`src/rtl/z_cba_reg_adder.sv`:
```
// z_cba_reg_adder: registered carry-bypass adder with one-cycle latency
// Ports:
//   clk, rst_n          clock, asynchronous active-low reset
//   in_valid            operands valid; result captured on next rising edge
//   a, b, c_in          unsigned operands and carry into bit 0
//   sum, c_out          registered (a + b + c_in) and carry out of the top bit
//   p_all               registered &(a ^ b)
//   out_valid           registered copy of in_valid
module z_cba_reg_adder #(
    parameter int WIDTH = 16,
    parameter int BLOCK = 4
) (
    input  logic             clk,
    input  logic             rst_n,
    input  logic             in_valid,
    input  logic [WIDTH-1:0] a,
    input  logic [WIDTH-1:0] b,
    input  logic             c_in,
    output logic [WIDTH-1:0] sum,
    output logic             c_out,
    output logic             p_all,
    output logic             out_valid
);
    localparam int NG = WIDTH / BLOCK;
    logic [WIDTH-1:0] prop, gen, ci, co, s;
    logic [NG:0]      gc;
    logic [WIDTH-1:0] sum_q, sum_d;
    logic             c_out_q, c_out_d, p_all_q, p_all_d, out_valid_q;
    assign prop  = a ^ b;
    assign gen   = a & b;
    assign gc[0] = c_in;
    for (genvar g = 0; g < NG; g++) begin : grp
        for (genvar j = 0; j < BLOCK; j++) begin : fa
            if (j == 0) begin : first
                assign ci[g*BLOCK+j] = gc[g];
            end else begin : rest
                assign ci[g*BLOCK+j] = co[g*BLOCK+j-1];
            end
            assign s[g*BLOCK+j]  = prop[g*BLOCK+j] ^ ci[g*BLOCK+j];
            assign co[g*BLOCK+j] = gen[g*BLOCK+j] | (prop[g*BLOCK+j] & ci[g*BLOCK+j]);
        end
        // skip path must be gated by the group carry-in, or an all-propagate group would invent a carry
        assign gc[g+1] = co[g*BLOCK+BLOCK-1] | (&prop[g*BLOCK +: BLOCK] & gc[g]);
    end
    always_comb begin
        sum_d   = in_valid ? s : sum_q;
        c_out_d = in_valid ? gc[NG] : c_out_q;
        p_all_d = in_valid ? &prop : p_all_q;
    end
    always_ff @(posedge clk or negedge rst_n) begin
        if (!rst_n) begin
            sum_q       <= '0;
            c_out_q     <= 1'b0;
            p_all_q     <= 1'b0;
            out_valid_q <= 1'b0;
        end else begin
            sum_q       <= sum_d;
            c_out_q     <= c_out_d;
            p_all_q     <= p_all_d;
            out_valid_q <= in_valid;
        end
    end
    assign sum       = sum_q;
    assign c_out     = c_out_q;
    assign p_all     = p_all_q;
    assign out_valid = out_valid_q;
endmodule

```
`config.mk`:
```
export PLATFORM = sky130hd
export DESIGN_NAME = z_cba_reg_adder
export DESIGN_NICKNAME = d
export VERILOG_FILES = /design/src/rtl/z_cba_reg_adder.sv
export SDC_FILE = /design/constraint.sdc
export NUM_CORES = 1
export LEC_CHECK = 0
export BUFFER_PORTS_ARGS = -buffer_cell sky130_fd_sc_hd__buf_2
export CAP_MARGIN = 10
export CORE_MARGIN = 2
export CORE_UTILIZATION = 43
export DETAILED_ROUTE_END_ITERATION = 10
export PLACE_DENSITY = 0.83
export SYNTH_ARGS = -nofsm -noshare
export SYNTH_HDL_FRONTEND = slang
export SYNTH_SLANG_ARGS = --single-unit
export TNS_END_PERCENT = 1
```
`constraint.sdc`:
```
create_clock -name clk -period 0.8 [get_ports clk]
set_input_delay 0.16 -clock clk [delete_from_list [all_inputs] [get_ports clk]]
set_output_delay 0.16 -clock clk [all_outputs]
set_load 0.05 [all_outputs]
```
==> metrics.md <==
| Metric | Value |
|---|---|
| Hold EP | out_valid |
| Avg Vias per Cell | 4.97 |
| PortBufs | 54 |
| Final period utilization | 841% |
| WL per Instance | 15.3 µm |
| Syn_nets | 164 |
| P&R area growth vs syn | 63.7% |
| Die Area | 0.00356 mm² |
| Mapped Area | 0.00133 mm² |
| PwrDens | 1880 mW/mm² |
| Design Power | 4.09 mW |
| Drt initial violations | 35 |
| CTS Buf Count | 3 |
| Synth area leader | dfrtp_1 |
| Clk_skew | 0 ns |
| Cell count after synthesis | 96 |
| Seq/Total Area, Yosys | approximately 36% |
| Crit path launch type | input port |
| Antenna viol nets, final | 0 |
| Layout Utilization | 72.6% |
| Max Fanout on Critical Path | 2 |
| Final Hold Violating Endpoints | 0 |
| Synth top area share | 35.7% |
| Largest net degree at the start of global routing | 20 |
| Crit path largest cell delay | roughly 0.38 ns |
| Cell variety after synth | 20 |
| Max-Cap Viols | 0 |
| Ratio of cells with drive above 1 in the final layout | 67.9% |
| Worst r2r path cells | 1 |
| Hold Path Depth | 2 |
| Ant diodes | 0 |
| DP HPWL | 2560 µm |
| Async SR Flop Fraction | 100% |
| Die Span Y | roughly 60 µm |
| Crit end category | flop |
| RR Startpoint | sum[7] |
| Slew Limit Fails | 0 |
| Initial antenna violation count | 0 |
| Most common cell after layout, fill and taps aside | buf_4 |
| Final period demand of the worst path | 6.72 ns |
| First-pass DRT Iterations | 4 |
| Status | complete, but fails checks |
| Finish-stage setup viols | 36 |
| Critical Path AT | 6.92 ns |
| I/O pins | 55 |
| CTS Buffer Depth | 2 |
| Crit Path Category | in -> reg |
| TritonCTS clock tree | yes |
| H-tree depth | 1 |
| RSZ-0062 raised after global routing | true |
| Worst path required time | 1.00 ns |
| Reg2Reg Setup Slack | 0.01 ns |
| Filler Cell Count | ~180 |
| Clk_lat worst skew | 0.31 ns |
| Worst Hold Class | in -> reg |
| Min-delay src | in_valid |
| Max Clk Rate | 149 MHz |
| Remaining Overflow, GRT | 0 |
| Routed WL | 3510 µm |
| Maximum vdd drop | 953 µV |
| Cell row count | 20 |
| Die X-Extent | 59.6 µm |
| Failing checks | setup timing |
| Top FF cell, synth | dfrtp_1 |
| Synth top area cells | dfrtp_1 (36%), fa_1 (24%), ha_1 (15%) |
| Synth Warn # | 0 |
| Floorplan core area | 0.00300 mm² |
| Synth Register Bits | 19 |
| Worst rel slew slack | 70.1% |
| Starting Density | 44.3% |
| Final GP Congestion | 0.850 |
| Final WS setup | -5.92 ns |
| Global-route wire length before repair | 5770 µm |
| Slowest cell on crit path | fa_2 |
| DRC | 0 |
| Vias after detailed routing | 1138 |
| Total track usage | 22.8% |
| Post-synthesis area per instance | 13.9 µm² |
| Most frequent cells in the layout | buf_4 (41), buf_2 (35), dfrtp_1 (19), buf_6 (19), ha_1 (16) |
| Leak | between 1 and 1.5 nW |
| CP most frequent cell | buf_4 |
| # nets final | 265 |
| Crit Reg-Reg Endpoint | sum[7] |
| Clock Sinks | 19 |
| Vias in the first global route | about 1300 |
| Number of synthesized flops with an enable pin | 0 |
| Clock-pin slew on the worst setup and hold paths | 0.11 ns |
| Clock Tree Root | clkbuf_4 |
| Slew @ Worst Pin | 0.448 ns |
## layer usage
metal  share of wire (%)  up-vias  global-route usage [%]
met3                 5.1       16                    4.59
met2                  54       55                    40.5
met5                   0        -                       0
met1                  38      545                    24.9
li1                    -      522                       -
met4                 3.5        0                    12.7
## through the flow
step | std cells | TNS [ns] | hold slack (ns) | worst slack [ns] | area (µm²)
final | 229 | -56.23 | 0.179 | -5.92 | 2180
after global routing | 229 | -58.54 | 0.176 | -6.08 | 2180
after CTS | 229 | -56.15 | 0.179 | -5.74 | 2180
after detailed placement | 206 | -58.72 | 0.132 | -6.19 | 1870
after global placement | 206 | -56.99 | 0.122 | -6.02 | 1870
after floorplan | 96 | -53.42 | -0.136 | -5.77 | 1360
## worst max-delay path: cells and delay by family
kind / cells / cell delay (ns)
adder cells (fa/ha/maj): 12 / 4.06
AO/OA/AOI/OAI: 4 / 0.63
buffers and inverters: 22 / 2.03
## power breakdown
group	total [mW]	internal, mW	switching [mW]
Combinational	2.25	1.00	1.25
Clock	0.516	0.195	0.321
Sequential	1.32	1.17	0.152
## what timing repair did
action,4_1_cts,5_1_grt
gates resized for setup,43,1
endpoints found under the hold margin,19,0
endpoints found under the setup margin,36,36
setup buffers,18,0
pin swaps,4,1
hold buffers,1,0
## state kept, by name, summed over array words and instances (netlist names)
name       count
c_out          1
out_valid      1
p_all          1
sum           16
## Yosys cell counts, types with 3 or more instances
| master | instances |
|---|---|
| ha_1 | 16 |
| fa_1 | 16 |
| nand4_1 | 3 |
| inv_1 | 9 |
| nand2_1 | 4 |
| o21ai_0 | 3 |
| mux2_2 | 14 |
| dfrtp_1 | 19 |
## worst max path at each step
stage | from | endpoint | slack [ns] | cells past startpoint
CTS | b[0] | c_out | -5.74 | 38
global route | b[0] | c_out | -6.08 | 38
floorplan | a[0] | sum[15] | -5.77 | 24
detailed placement | a[0] | sum[15] | -6.19 | 25
global placement | a[0] | sum[15] | -6.02 | 25
finish | b[0] | c_out | -5.92 | 38
## cell families after synthesis
| family | count (synthesis) | share of synthesized area, % |
|---|---|---|
| fa+ha+maj | 32 | 39.1 |
| flops | 19 | 35.7 |
| mux | 14 | 11.8 |
| buf+inv | 11 | 3.48 |
| compound gates | 10 | 5.36 |
| simple gates | 10 | 4.51 |
## area by class of cell
class | instances | area (µm²) | area share (%)
timing repair buffer | 98 | 747 | 34.3
clock buffer | 4 | 26.3 | 1.21
inverter | 9 | 33.8 | 1.55
tap | 33 | 41.3 | 1.89
sequential | 19 | 475 | 21.8
multi-input combinational | 66 | 856 | 39.3
(Power assumes the default switching activity.)
